**src/rtl/vga_timing_pkg.sv**
```systemverilog
// rtl/vga_timing_pkg.sv - shared raster constants, total helper and sync bundle type
package vga_timing_pkg;

    localparam int VGA640_H_ACTIVE = 640;
    localparam int VGA640_H_FP     = 16;
    localparam int VGA640_H_SYNC   = 96;
    localparam int VGA640_H_BP     = 48;
    localparam int VGA640_V_ACTIVE = 480;
    localparam int VGA640_V_FP     = 10;
    localparam int VGA640_V_SYNC   = 2;
    localparam int VGA640_V_BP     = 33;

    localparam int VGA800_H_ACTIVE = 800;
    localparam int VGA800_H_FP     = 40;
    localparam int VGA800_H_SYNC   = 128;
    localparam int VGA800_H_BP     = 88;
    localparam int VGA800_V_ACTIVE = 600;
    localparam int VGA800_V_FP     = 1;
    localparam int VGA800_V_SYNC   = 4;
    localparam int VGA800_V_BP     = 23;

    localparam int VGA320_H_ACTIVE = 320;
    localparam int VGA320_H_FP     = 8;
    localparam int VGA320_H_SYNC   = 48;
    localparam int VGA320_H_BP     = 24;
    localparam int VGA320_V_ACTIVE = 240;
    localparam int VGA320_V_FP     = 5;
    localparam int VGA320_V_SYNC   = 1;
    localparam int VGA320_V_BP     = 16;

    function automatic int raster_total(input int active, input int fp, input int sync, input int bp);
        return active + fp + sync + bp;
    endfunction

    typedef struct packed {
        logic hs;
        logic vs;
        logic bright;
    } sync_bits_t;

endpackage

```
**src/rtl/vga_sync_delay.sv**
```systemverilog
// rtl/vga_sync_delay.sv - PIPE-stage tick-gated delay for the sync/blank bundle
module vga_sync_delay
    import vga_timing_pkg::*;
#(
    parameter int PIPE = 0
) (
    input  logic       clk,
    input  logic       rst_n,
    input  logic       en,
    input  sync_bits_t d,
    output sync_bits_t q
);

    generate
        if (PIPE == 0) begin : g_wire
            logic unused_ports;
            assign unused_ports = clk ^ rst_n ^ en;
            assign q = d;
        end else begin : g_pipe
            sync_bits_t stage [PIPE];

            always_ff @(posedge clk or negedge rst_n) begin
                if (!rst_n) begin
                    for (int i = 0; i < PIPE; i++) stage[i] <= '0;
                end else if (en) begin
                    stage[0] <= d;
                    for (int i = 1; i < PIPE; i++) stage[i] <= stage[i-1];
                end
            end

            assign q = stage[PIPE-1];
        end
    endgenerate

endmodule

```
**src/rtl/vga_timing_gen.sv**
```systemverilog
// rtl/vga_timing_gen.sv - parametrised VGA raster timing generator with pixel tick and sync delay
module vga_timing_gen
    import vga_timing_pkg::*;
#(
    parameter int H_ACTIVE = VGA640_H_ACTIVE,
    parameter int H_FP     = VGA640_H_FP,
    parameter int H_SYNC   = VGA640_H_SYNC,
    parameter int H_BP     = VGA640_H_BP,
    parameter int V_ACTIVE = VGA640_V_ACTIVE,
    parameter int V_FP     = VGA640_V_FP,
    parameter int V_SYNC   = VGA640_V_SYNC,
    parameter int V_BP     = VGA640_V_BP,
    parameter bit H_POL    = 1'b0,
    parameter bit V_POL    = 1'b0,
    parameter int CLK_DIV  = 2,
    parameter int PIPE     = 0,
    parameter int CW       = 10
) (
    input  logic          clk_50,
    input  logic          reset_n,
    input  logic          enable,
    output logic          pix_en,
    output logic [CW-1:0] h_count,
    output logic [CW-1:0] v_count,
    output logic          h_sync,
    output logic          v_sync,
    output logic          bright,
    output logic          line_start,
    output logic          frame_start
);

    localparam int H_TOTAL = raster_total(H_ACTIVE, H_FP, H_SYNC, H_BP);
    localparam int V_TOTAL = raster_total(V_ACTIVE, V_FP, V_SYNC, V_BP);

    localparam logic [CW-1:0] H_LAST     = CW'(H_TOTAL - 1);
    localparam logic [CW-1:0] V_LAST     = CW'(V_TOTAL - 1);
    localparam logic [CW-1:0] H_ACT_END  = CW'(H_ACTIVE);
    localparam logic [CW-1:0] V_ACT_END  = CW'(V_ACTIVE);
    localparam logic [CW-1:0] H_SYN_BEG  = CW'(H_ACTIVE + H_FP);
    localparam logic [CW-1:0] H_SYN_END  = CW'(H_ACTIVE + H_FP + H_SYNC);
    localparam logic [CW-1:0] V_SYN_BEG  = CW'(V_ACTIVE + V_FP);
    localparam logic [CW-1:0] V_SYN_END  = CW'(V_ACTIVE + V_FP + V_SYNC);
    localparam logic [3:0]    DIV_LAST   = 4'(CLK_DIV - 1);

    generate
        if (H_TOTAL > (1 << CW) || V_TOTAL > (1 << CW)) begin : g_bad_width
            $error("vga_timing_gen: raster totals do not fit in CW bits");
        end
        if (H_ACTIVE < 1 || H_FP < 1 || H_SYNC < 1 || H_BP < 1 ||
            V_ACTIVE < 1 || V_FP < 1 || V_SYNC < 1 || V_BP < 1 || CW < 1) begin : g_bad_timing
            $error("vga_timing_gen: every timing parameter must be at least 1");
        end
        if (CLK_DIV < 1 || CLK_DIV > 16 || PIPE < 0 || PIPE > 7) begin : g_bad_range
            $error("vga_timing_gen: CLK_DIV or PIPE out of range");
        end
    endgenerate

    logic [3:0]    div_cnt;
    logic [3:0]    div_next;
    logic [CW-1:0] h_next;
    logic [CW-1:0] v_next;
    sync_bits_t    raw_next;
    sync_bits_t    raw_q;
    sync_bits_t    dly_q;

    assign div_next = (div_cnt == DIV_LAST) ? 4'd0 : div_cnt + 4'd1;

    // pix_en is registered from the next divider value so it lines up with div_cnt == CLK_DIV-1
    always_ff @(posedge clk_50 or negedge reset_n) begin
        if (!reset_n) begin
            div_cnt <= 4'd0;
            pix_en  <= 1'b0;
        end else begin
            div_cnt <= div_next;
            pix_en  <= (div_next == DIV_LAST);
        end
    end

    // Stopped raster parks at the last position so the next running tick lands on (0,0)
    always_comb begin
        h_next = (h_count == H_LAST) ? '0 : h_count + 1'b1;
        v_next = v_count;
        if (h_count == H_LAST) begin
            v_next = (v_count == V_LAST) ? '0 : v_count + 1'b1;
        end
        if (!enable) begin
            h_next = H_LAST;
            v_next = V_LAST;
        end
        raw_next.hs     = (h_next >= H_SYN_BEG) && (h_next < H_SYN_END);
        raw_next.vs     = (v_next >= V_SYN_BEG) && (v_next < V_SYN_END);
        raw_next.bright = (h_next < H_ACT_END) && (v_next < V_ACT_END);
    end

    always_ff @(posedge clk_50 or negedge reset_n) begin
        if (!reset_n) begin
            h_count     <= H_LAST;
            v_count     <= V_LAST;
            raw_q       <= '0;
            line_start  <= 1'b0;
            frame_start <= 1'b0;
        end else begin
            line_start  <= 1'b0;
            frame_start <= 1'b0;
            if (pix_en) begin
                h_count     <= h_next;
                v_count     <= v_next;
                raw_q       <= raw_next;
                line_start  <= enable && (h_next == '0);
                frame_start <= enable && (h_next == '0) && (v_next == '0);
            end
        end
    end

    vga_sync_delay #(
        .PIPE (PIPE)
    ) u_sync_delay (
        .clk   (clk_50),
        .rst_n (reset_n),
        .en    (pix_en),
        .d     (raw_q),
        .q     (dly_q)
    );

    assign h_sync = dly_q.hs ? H_POL : ~H_POL;
    assign v_sync = dly_q.vs ? V_POL : ~V_POL;
    assign bright = dly_q.bright;

endmodule

```
**config.mk**
```make
export PLATFORM = sky130hd
export DESIGN_NAME = vga_timing_gen
export DESIGN_NICKNAME = d
export VERILOG_FILES = /design/src/rtl/vga_timing_pkg.sv /design/src/rtl/vga_sync_delay.sv /design/src/rtl/vga_timing_gen.sv
export SDC_FILE = /design/constraint.sdc
export NUM_CORES = 1
export LEC_CHECK = 0
export BUFFER_PORTS_ARGS = -buffer_cell sky130_fd_sc_hd__buf_2
export CORE_MARGIN = 4
export CORE_UTILIZATION = 33
export DETAILED_ROUTE_END_ITERATION = 16
export PLACE_DENSITY = 0.64
export SLEW_MARGIN = 20
export SYNTH_ARGS = -nofsm -noshare
export SYNTH_HDL_FRONTEND = slang
export SYNTH_SLANG_ARGS = --single-unit
```
**constraint.sdc**
```tcl
create_clock -name clk_50 -period 2.6 [get_ports clk_50]
set_clock_uncertainty 0.05 [all_clocks]
set_input_delay 0.52 -clock clk_50 [delete_from_list [all_inputs] [get_ports clk_50]]
set_output_delay 0.52 -clock clk_50 [all_outputs]
set_load 0.02 [all_outputs]
```
==> results.md, run 1 <==
- Critical Path AT: 2.76 ns
- YS warnings: 0
- # DRC: 0
- Register area share after synthesis: 39.92%
- Grt total ovfl: 0
- Nets@finish: 270
- Maximum vdd drop: 0.3707 mV
- Crit-path leading delay family: simple AND/OR/NAND/NOR gates
- Post-synth ARST share: 100.0%
- Antenna violations before repair: 0
- Syn-to-layout area delta: 23.36%
- Total power: 2.343 mW
- Routed Antenna Nets: 0
- Hold WC Path Type: input pin to asynchronous set/reset pin
- Die W: 84.12 um
- Post-synth cell types: 49
- Commonest non-fill, non-tap cell in the layout: nand2_1
- Routed wire per std cell: 14.72 um
- Clock slew at reported path FFs: 0.07 ns
- Die ar.: 7075 sq um
- Fmax: 0.3855 GHz
- Delay of the slowest cell on the worst path: 0.52 ns
- Busiest layer in global routing: met2
- Post-Synth Adder-Cell Area: 1.963%
- Clk_lat worst skew: 0.28 ns
- Period Utilization, post-route: 99.76%
- Primary FF master, synth: dfrtp_1
- Average cell area after synthesis: 8.573 sq um
- FF/Latch Area: 764.5 sq um
- CTS Sinks: 30
- GR met2 Demand/Resource: 23.60%
- Final hold vios: 0
- Post-synthesis mux area share: 2.225%
- Crit end category: flop
- Fillcell total: 587
- Max Slew Vio Count: 0
- Via count: 1807
- Diode count: 0
- Cell Area, Synth: 1912 sq um
- Setup violators final: 0
- First-pass GRT wire length: 8528 um
- Startpoint types: flop
- Clock Path Buffers: 2
- DR pass1 iterations: 4
- Initial core utilization: 34.30%
- Compound-Gate Fraction of Synth Area: 19.04%
- Main combinational cell family by area after synthesis: simple AND/OR/NAND/NOR gates
- # rows: 27
- Pre-CTS worst setup slack: 0.02428 ns
- Pin count of the biggest net entering global routing: 31
- Post-Synth Simple-Gate Area: 24.67%
- Worst-Margin Slew: 0.6663 ns
- Final Critical Period: 2.594 ns
- CP required: 2.77 ns
- CTS root buf: clkbuf_8
- Status: finished, final reports clean
- Port buffer count: 28
- Multi-input logic area: 1070 sq um
- Vert. Die Dim: 84.12 um
- Total GRT Usage: 14.49%
- CTS tree: done
- Placer Congestion: 0.8524
- TritonCTS Buffers: 5
- Post-Synth XOR/XNOR Area: 6.414%
- Flops & latches, synth: 30
- Starting DRT DRC Count: 96
- CP Class: flop to flop
- Io pins: 29
- Synth Instances: 223
- Synth Net Count: 229
- Slew Limit Headroom: 55.58%
- Fin cells: 337
- Worst-path fanout max: 5
- RSZ-0062 raised after global routing: yes
- Critical path's slowest cell: or4_1
- Commonest non-fill, non-tap cells in the layout: nand2_1, buf_2, buf_4, dfrtp_1, o21ai_0
- Leak: 1.049 nW
- Vias in the first global route: 1765
- WP buf/inv: 0
- P per Cell Area: 993.3 nW/um^2
- Layout cells sized above 1: 31.70%
- Number of synthesized flops with an enable pin: 0
- Post-route setup slack: 0.006248 ns
- GR Util met3: 4.047%
- CP Cell Sequence: or4_1 > or4_4 > o21a_1 > a222oi_1 > o211ai_1 > and4bb_1
- Max-cap viol count: 0
- Cell count after placement: 329
- Final wirelength: 4961 um
- H-tree levels: 2
- Core Area: 5574 sq um
- Vias per inst: 5.362
- Hpwl dp: 3682 um
- M1 GR Usage: 19.14%
what timing repair did:
item,CTS,global route
resized for setup,0,7
pin swaps,1,4
hold buffers,0,0
endpoints found under the setup margin,1,3
buffers inserted,0,0
where the power goes:
part | total [mW] | internal (mW) | leakage [nW] | switching, mW
registers | 0.711 | 0.604 | 0.373 | 0.106
clock network | 0.389 | 0.213 | 0.0482 | 0.175
logic | 1.24 | 0.518 | 0.628 | 0.726
final timing paths:
path / depth (start not counted) / slack [ns] / to / startpoint
worst max-delay path: 6 / 0.006 / frame_start / v_count[5]
worst min-delay path: 1 / 0.22 / v_count[0] / reset_n
worst max register to register: 6 / 0.006 / frame_start / v_count[5]
worst min register to register: 1 / 0.42 / pix_en / div_cnt[3]
max in group asynchronous: 1 / 1.81 / v_count[5] / reset_n
min in group clk_50: 1 / 0.42 / pix_en / div_cnt[3]
final cells by class:
class	count	share of cell area, %
timing repair buffer	50	12.94
tap	72	3.820
clock inverter	1	0.2122
clock buffer	7	3.660
multi-input combinational	167	45.36
sequential	30	32.41
inverter	10	1.592
state kept, by name, indices dropped and copies added, names as in the netlist:
| name | flops |
|---|---|
| line_start | 1 |
| frame_start | 1 |
| v_count | 10 |
| raw_q | 3 |
| pix_en | 1 |
| h_count | 10 |
| div_cnt | 4 |
synth_stat cells, types with 3 or more instances:
library cell	instances	area [sq um]
ha_1	3	37.54
o31ai_1	5	37.54
xor2_1	3	26.28
o21a_1	4	30.03
nand2_1	32	120.1
buf_2	3	15.01
nand4_1	5	31.28
dfrtp_1	20	500.5
nand3_1	11	55.05
inv_1	10	37.54
a31oi_1	6	37.54
o21ai_0	16	80.08
or4_1	3	22.52
a21oi_1	6	30.03
and4_1	3	26.28
o211ai_1	3	22.52
dfstp_2	10	262.8
clkbuf_1	11	41.29
nor2_1	14	52.55
nor3_1	6	30.03
xnor2_1	11	96.34
per-layer routing:
layer	part of all wire, %	wire [um]	vias to the layer above
met4	0.60	30	0
met1	46	2262	853
met2	46	2304	58
met3	7.3	363	4
met5	0	0	-
li1	-	-	892
kinds of logic (layout without fill, tap and decap cells):
group                      Yosys count  count (layout)
muxes                                4               4
xor gates and xnor gates            14              14
and+or+nand+nor                     92              92
adders and majority gates            3               3
DFF                                 30              30
AOI/OAI and AO/OA                   54              54
buffers and inverters               26              68
stage by stage:
stage / util [%] / area [sq um] / setup TNS [ns] / hold slack, ns
after global routing: 42.31 / 2359 / -0.1258 / 0.2739
after detailed placement: 40.16 / 2238 / 0 / 0.4191
after floorplan: - / 1922 / -0.2369 / 0.1744
final: 42.31 / 2359 / 0 / 0.2182
after CTS: 41.80 / 2330 / 0 / 0.2552
after global placement: 40.16 / 2238 / 0 / 0.4167
No activity file was read; power rests on OpenSTA's default activity.
==> run 2: changes to the inputs <==
--- a/config.mk
+++ b/config.mk
@@ -5,6 +5,7 @@
 export SDC_FILE = /design/constraint.sdc
 export NUM_CORES = 1
 export LEC_CHECK = 0
+export ABC_AREA = 1
 export BUFFER_PORTS_ARGS = -buffer_cell sky130_fd_sc_hd__buf_2
 export CORE_MARGIN = 4
 export CORE_UTILIZATION = 33
==> results.md, run 2 <==
- CTS root buf: clkbuf_8
- Fmax: 0.4553 GHz (+18%)
- Final Cell Area: 2256 sq um (-4.4%)
- Reg power frac: 30.9% (+0.6 points)
- Setup TNS Final: 0 ns (unchanged)
- Clk network pwr share: 13.5% (-3.1 points)
- Maximum vdd drop: 0.4190 mV (+13%)
- Slew Limit Headroom: 52.27% (-3.3 points)
- Max Slew Vio Count: 0 (unchanged)
- Setup violators final: 0 (unchanged)
- CP Class: flop to flop
- Routed wire per std cell: 12.65 um (-14%)
- Final Critical Period: 2.196 ns (-0.3976 ns)
- Routed Antenna Nets: 0 (unchanged)
- Total GRT Usage: 14.25% (-0.24 points)
- Clock Path Buffers: 2 (unchanged)
- Layout cells sized above 1: 16.82% (-15 points)
- DR pass1 iterations: 5 (+1)
- Vias in the first global route: 1751 (-0.79%)
- Biggest regs: h_count x10, v_count x10, div_cnt x4
- Cell Area, Synth: 1978 sq um (+3.5%)
- Pin count of the biggest net entering global routing: 31 (unchanged)
- Combinational Power Share: 55.6% (+2.5 points)
- Core Area: 5675 sq um (+1.8%)
- RSZ-0062 raised after global routing: no
- Via count: 1957 (+8.3%)
- Largest cells by area after synthesis: dfrtp_1, nand2_1, dfstp_2
- Post-CTS setup buffer count: 0 (unchanged)
- P per Cell Area: 1261 nW/um^2 (+27%)
- # rows: 27 (unchanged)
- CTS tree: done
- Die ar.: 7297 sq um (+3.1%)
- Crit end category: flop
- Synth Instances: 291 (+30%)
- Vert. Die Dim: 85.43 um (+1.6%)
- Status: finished, final reports clean
- First-pass GRT wire length: 8431 um (-1.1%)
- Vias per inst: 4.980 (-7.1%)
- Startpoint types: flop
- Die W: 85.43 um (+1.6%)
- Hold WC Path Type: input pin to asynchronous set/reset pin
- Hpwl dp: 3594 um (-2.4%)
- Flops & latches, synth: 30 (unchanged)
- Leak: 1.226 nW (+17%)
- Yosys top cell by area: dfrtp_1
- WHS: 0.2190 ns (+0.0007450 ns)
- Syn-to-layout area delta: 14.04%
- Sw Share: 51.84% (+8.8 points)
- Initial core utilization: 34.85% (+0.56 points)
- Final hold vios: 0 (unchanged)
- Synth Net Count: 297 (+30%)
- Register area share after synthesis: 38.58% (-1.3 points)
- Grt total ovfl: 0 (unchanged)
- Sw power: 1.475 mW (+46%)
- Max-cap viol count: 0 (unchanged)
- Placer Congestion: 0.9817 (+15%)
- YS warnings: 0 (unchanged)
- CP required: 2.70 ns (-0.07 ns)
- Number of synthesized flops with an enable pin: 0 (unchanged)
- Starting DRT DRC Count: 141 (+47%)
- Placement Cell Area: 2166 sq um (-3.2%)
- Hold-fix buffers at CTS: 0 (unchanged)
- Diode count: 0 (unchanged)
- Post-synth ARST share: 100.0% (unchanged)
- Primary FF master, synth: dfrtp_1
- Post-CTS Resized: 0 (unchanged)
- CTS Sinks: 30 (unchanged)
- Clk_lat worst skew: 0.28 ns (about the same)
- Clock slew at reported path FFs: 0.06 ns (about the same)
- Commonest non-fill, non-tap cells in the layout: nand2_1, inv_1, nor2_1, buf_2, nand3_1
- Average cell area after synthesis: 6.798 sq um (-21%)
- Commonest cells in the netlist: nand2_1, inv_1, nor2_1, nand3_1, o21ai_0
- Io pins: 29 (unchanged)
- H-tree levels: 2 (unchanged)
- Period Utilization, post-route: 84.47% (-15 points)
- Pint: 1.370 mW (+2.6%)
- # DRC: 0 (unchanged)
- Antenna violations before repair: 0 (unchanged)
- Critical Path AT: 2.30 ns (-0.46 ns)
- Synth top area share: 25.30% (-0.88 points)
- Nets@finish: 326 (+21%)
- Port buffer count: 28 (unchanged)
- Final wirelength: 4970 um (+0.18%)
- Post-synth cell types: 29 (-41%)
- Worst-path fanout max: 16 (+11)
- Worst-Margin Slew: 0.7152 ns (+0.04886 ns)
- Commonest non-fill, non-tap cell in the layout: nand2_1
- TritonCTS Buffers: 5 (unchanged)
- Top-count cell post-synth: nand2_1
==> run 2: final timing paths <==
check | start | end | slack (ns) | cells past startpoint
setup reg to reg | h_count[0] | line_start | 0.40 | 9
max in group asynchronous | reset_n | v_count[6] | 1.86 | 1
hold / removal | reset_n | div_cnt[0] | 0.22 | 1
hold reg to reg | div_cnt[0] | div_cnt[0] | 0.43 | 1
setup / recovery | h_count[0] | line_start | 0.40 | 9
min in group clk_50 | div_cnt[0] | div_cnt[0] | 0.43 | 1
==> run 2: final cells by class <==
class / instances / area (sq um)
multi-input combinational: 216 / 1025
sequential: 30 / 763.2
fill: 619 / 3420
timing repair buffer: 28 / 140.1
clock buffer: 8 / 90.09
tap: 72 / 90.09
inverter: 39 / 147.6
==> run 2: kinds of logic (layout without fill, tap and decap cells) <==
logic type               Yosys count  after routing  share of synthesized area [%]
AO/OA/AOI/OAI                     30             30                          8.350
XOR/XNOR                           3              3                          1.329
adder cells (fa/ha/maj)            3              3                          1.898
buffers and inverters             45             75                          9.614
flip-flops                        30             30                          38.58
AND/OR/NAND/NOR                  180            180                          40.23
==> run 2: power by group through the flow <==
stage	clock network [mW]	logic, mW	registers (mW)
6_report	0.385	1.58	0.879
4_1_cts	0.399	1.57	0.871
3_5_place_dp	0	1.56	0.878
2_1_floorplan	0	1.05	0.990
3_3_place_gp	0	1.57	0.884
5_1_grt	0.420	1.80	0.907
==> run 2: layer usage <==
layer  vias up  wire length, um  track usage [%]
met5         -                0                0
met4         0               63            5.036
met3         4              274            3.010
met2        53             2255            21.82
met1       907             2376            19.76
li1        993                -                -
==> run 2: through the flow <==
stage / cells / setup slack (ns) / utilization [%] / power [mW]
finish: 393 / 0.4038 / 39.75 / 2.845
detailed placement: 385 / 0.4868 / 38.16 / 2.442
global placement: 385 / 0.4612 / 38.16 / 2.457
global route: 393 / 0.2540 / 39.75 / 3.128
floorplan: 291 / 0.6523 / - / 2.039
CTS: 393 / 0.4087 / 39.75 / 2.844
==> run 2: worst max-delay path, cell delays in order (launching register included) <==
cell and delay [ns]:
dfstp_2 0.61, ha_1 0.22, nand3_2 0.11, nor2_4 0.16
nand2_4 0.16, nand2_1 0.16, nor2_1 0.09, nor2_1 0.11
nand2_1 0.08, nor4_1 0.31
==> run 3: changes to the inputs <==
--- a/config.mk
+++ b/config.mk
@@ -10,7 +10,7 @@
 export CORE_MARGIN = 4
 export CORE_UTILIZATION = 33
 export DETAILED_ROUTE_END_ITERATION = 16
-export PLACE_DENSITY = 0.64
+export PLACE_DENSITY = 0.62
 export SLEW_MARGIN = 20
 export SYNTH_ARGS = -nofsm -noshare
 export SYNTH_HDL_FRONTEND = slang
==> constraint.sdc (replaced) <==
create_clock -name clk_50 -period 2.1 [get_ports clk_50]
set_clock_uncertainty 0.05 [all_clocks]
set_input_delay 0.42 -clock clk_50 [delete_from_list [all_inputs] [get_ports clk_50]]
set_output_delay 0.42 -clock clk_50 [all_outputs]
set_load 0.02 [all_outputs]
==> results.md, run 3 (synthesis gave the netlist of run 2 again) <==
- Status: finished, final reports clean
- Worst-path fanout max: 7 (-9)
- Slew Limit Headroom: 53.67% (+1.4 points)
- Die ar.: 7297 sq um (unchanged)
- Antenna violations before repair: 0 (unchanged)
- Via count: 2005 (+2.5%)
- CP required: 2.21 ns (-0.49 ns)
- Worst Reg-to-Reg Cells: 12 (+3)
- Max Slew Vio Count: 0 (unchanged)
- Vias in the first global route: 1845 (+5.4%)
- Fin cells: 403 (+2.5%)
- H-tree levels: 2 (unchanged)
- Hold WC Path Type: input pin to asynchronous set/reset pin
- Pre-CTS worst setup slack: 0.05932 ns (-0.4275 ns)
- Most frequent cell on the critical path: nand2_1
- Hpwl dp: 3729 um (+3.8%)
- Hold-fix buffers at CTS: 0 (unchanged)
- Commonest non-fill, non-tap cell in the layout: nand2_1
- Syn-to-layout area delta: 21.63%
- Nets@finish: 336 (+3.1%)
- Total GRT Usage: 14.85% (+0.60 points)
- First-pass GRT wire length: 8756 um (+3.9%)
- CP Class: flop to flop
- Levels on crit path: 12 (+3)
- FF/Latch Area: 764.5 sq um (+0.16%)
- Critical Path AT: 2.14 ns (-0.16 ns)
- Final hold vios: 0 (unchanged)
- Worst reg2reg endpoint: raw_q[0]
- Critical path's slowest cell: dfstp_2
- CTS tree: done
- Delay of the slowest cell on the worst path: 0.59 ns (-0.02 ns)
- CTS Sinks: 30 (unchanged)
- Clock Path Buffers: 2 (unchanged)
- Initial core utilization: 34.85% (unchanged)
- Vias per inst: 4.975 (about the same)
- Routed wire per std cell: 13.19 um (+4.3%)
- Biggest regs: h_count x10, v_count x10, div_cnt x4
- Grt total ovfl: 0 (unchanged)
- CTS root buf: clkbuf_8
- Total power: 3.869 mW (+36%)
- Die W: 85.43 um (unchanged)
- Max-cap viol count: 0 (unchanged)
- Post-route setup slack: 0.07206 ns (-0.3318 ns)
- Crit-path leading delay family: simple AND/OR/NAND/NOR gates
- Core Area: 5675 sq um (unchanged)
- Period Utilization, post-route: 96.57% (+12 points)
- # DRC: 0 (unchanged)
- Diode count: 0 (unchanged)
- DR pass1 iterations: 4 (-1)
- # rows: 27 (unchanged)
- Crit end category: flop
- Setup slack, reg-to-reg: 0.07 ns (-0.33 ns)
- Clk_lat worst skew: 0.28 ns (about the same)
- Cell count after placement: 389 (+1.0%)
- Worst r2r src: h_count[1]
- Fillcell total: 596 (-3.7%)
- Startpoint types: flop
- Port buffer count: 28 (unchanged)
- Io pins: 29 (unchanged)
- Setup violators final: 0 (unchanged)
- Commonest non-fill, non-tap cells in the layout: nand2_1, inv_1, nor2_1, buf_2, nand3_1
- WP buf/inv: 2 (+2)
- Routed Antenna Nets: 0 (unchanged)
- CP Cell Sequence: ha_4 > nand3_2 > nor2_4 > buf_12 > nand2_8 > buf_4 > nand2_2 > nand2_1 > nor2_1 > nand2_1 > nand4_1 > nand2_1
- Starting DRT DRC Count: 154 (+9.2%)
- Final Critical Period: 2.028 ns (-0.1682 ns)
- Pin count of the biggest net entering global routing: 31 (unchanged)
- Fmax: 0.4931 GHz (+8.3%)
- P per Cell Area: 1608 nW/um^2 (+28%)
- Maximum vdd drop: 0.6185 mV (+48%)
- Worst-Margin Slew: 0.6949 ns (-0.02027 ns)
- Vert. Die Dim: 85.43 um (unchanged)
- Clock slew at reported path FFs: 0.07 ns (about the same)
- TritonCTS Buffers: 5 (unchanged)
- Final wirelength: 5315 um (+6.9%)
- Placer Congestion: 0.9146 (-6.8%)
- Layout cells sized above 1: 22.96% (+6.1 points)
- Leak: 1.282 nW (+4.5%)
- Multi-input logic area: 1091 sq um (+6.5%)
==> run 3: changes by cell type in the layout (fill, tap and decap cells not counted), moves of 3 or more <==
cell,previous run,this run
nand2_2,1,4
nand3_1,27,24
nand2_1,96,93
buf_4,0,8
nand3_2,3,6
==> run 3: worst max path at each step <==
stage | startpoint | end | slack, ns
floorplan | h_count[0] | raw_q[1] | 0.15
global placement | h_count[1] | line_start | -0.02
detailed placement | h_count[1] | line_start | 0.06
CTS | h_count[1] | line_start | 0.06
global route | h_count[1] | frame_start | -0.04
finish | h_count[1] | raw_q[0] | 0.07
==> run 3: metal layers <==
| metal | global-route usage [%] | wire (um) | up-vias |
|---|---|---|---|
| li1 | - | - | 1023 |
| met1 | 20.74 | 2618 | 912 |
| met2 | 22.67 | 2373 | 66 |
| met3 | 3.398 | 276 | 4 |
| met4 | 4.604 | 46 | 0 |
| met5 | 0 | 0 | - |
==> run 3: per-stage QoR <==
| step | setup TNS, ns | area, sq um | hold WS, ns | util, % |
|---|---|---|---|---|
| after floorplan | 0 | 1978 | 0.07441 | - |
| after global placement | -0.01798 | 2196 | 0.4199 | 38.69 |
| after detailed placement | 0 | 2196 | 0.4197 | 38.69 |
| after CTS | 0 | 2293 | 0.1565 | 40.41 |
| after global routing | -0.1115 | 2406 | 0.1836 | 42.39 |
| final | 0 | 2406 | 0.1329 | 42.39 |
==> run 3: cell type report <==
| class | instances | area share (%) |
|---|---|---|
| Clock buffer | 7 | 3.588 |
| Clock inverter | 1 | 0.2080 |
| Inverter | 39 | 6.188 |
| Multi-Input combinational cell | 217 | 45.35 |
| Sequential cell | 30 | 31.77 |
| Tap cell | 72 | 3.744 |
| Timing Repair Buffer | 37 | 9.152 |
==> run 3: where the power goes <==
group	internal, mW	total, mW	switching (mW)
Sequential	0.804	1.08	0.278
Clock	0.264	0.485	0.221
Combinational	0.814	2.30	1.49
==> run 3: what timing repair did <==
action,4_1_cts,5_1_grt
pin swaps,0,2
gates cloned,0,1
hold endpoints to repair,0,0
endpoints found under the setup margin,1,5
setup buffers,0,5
gates resized for setup,1,15
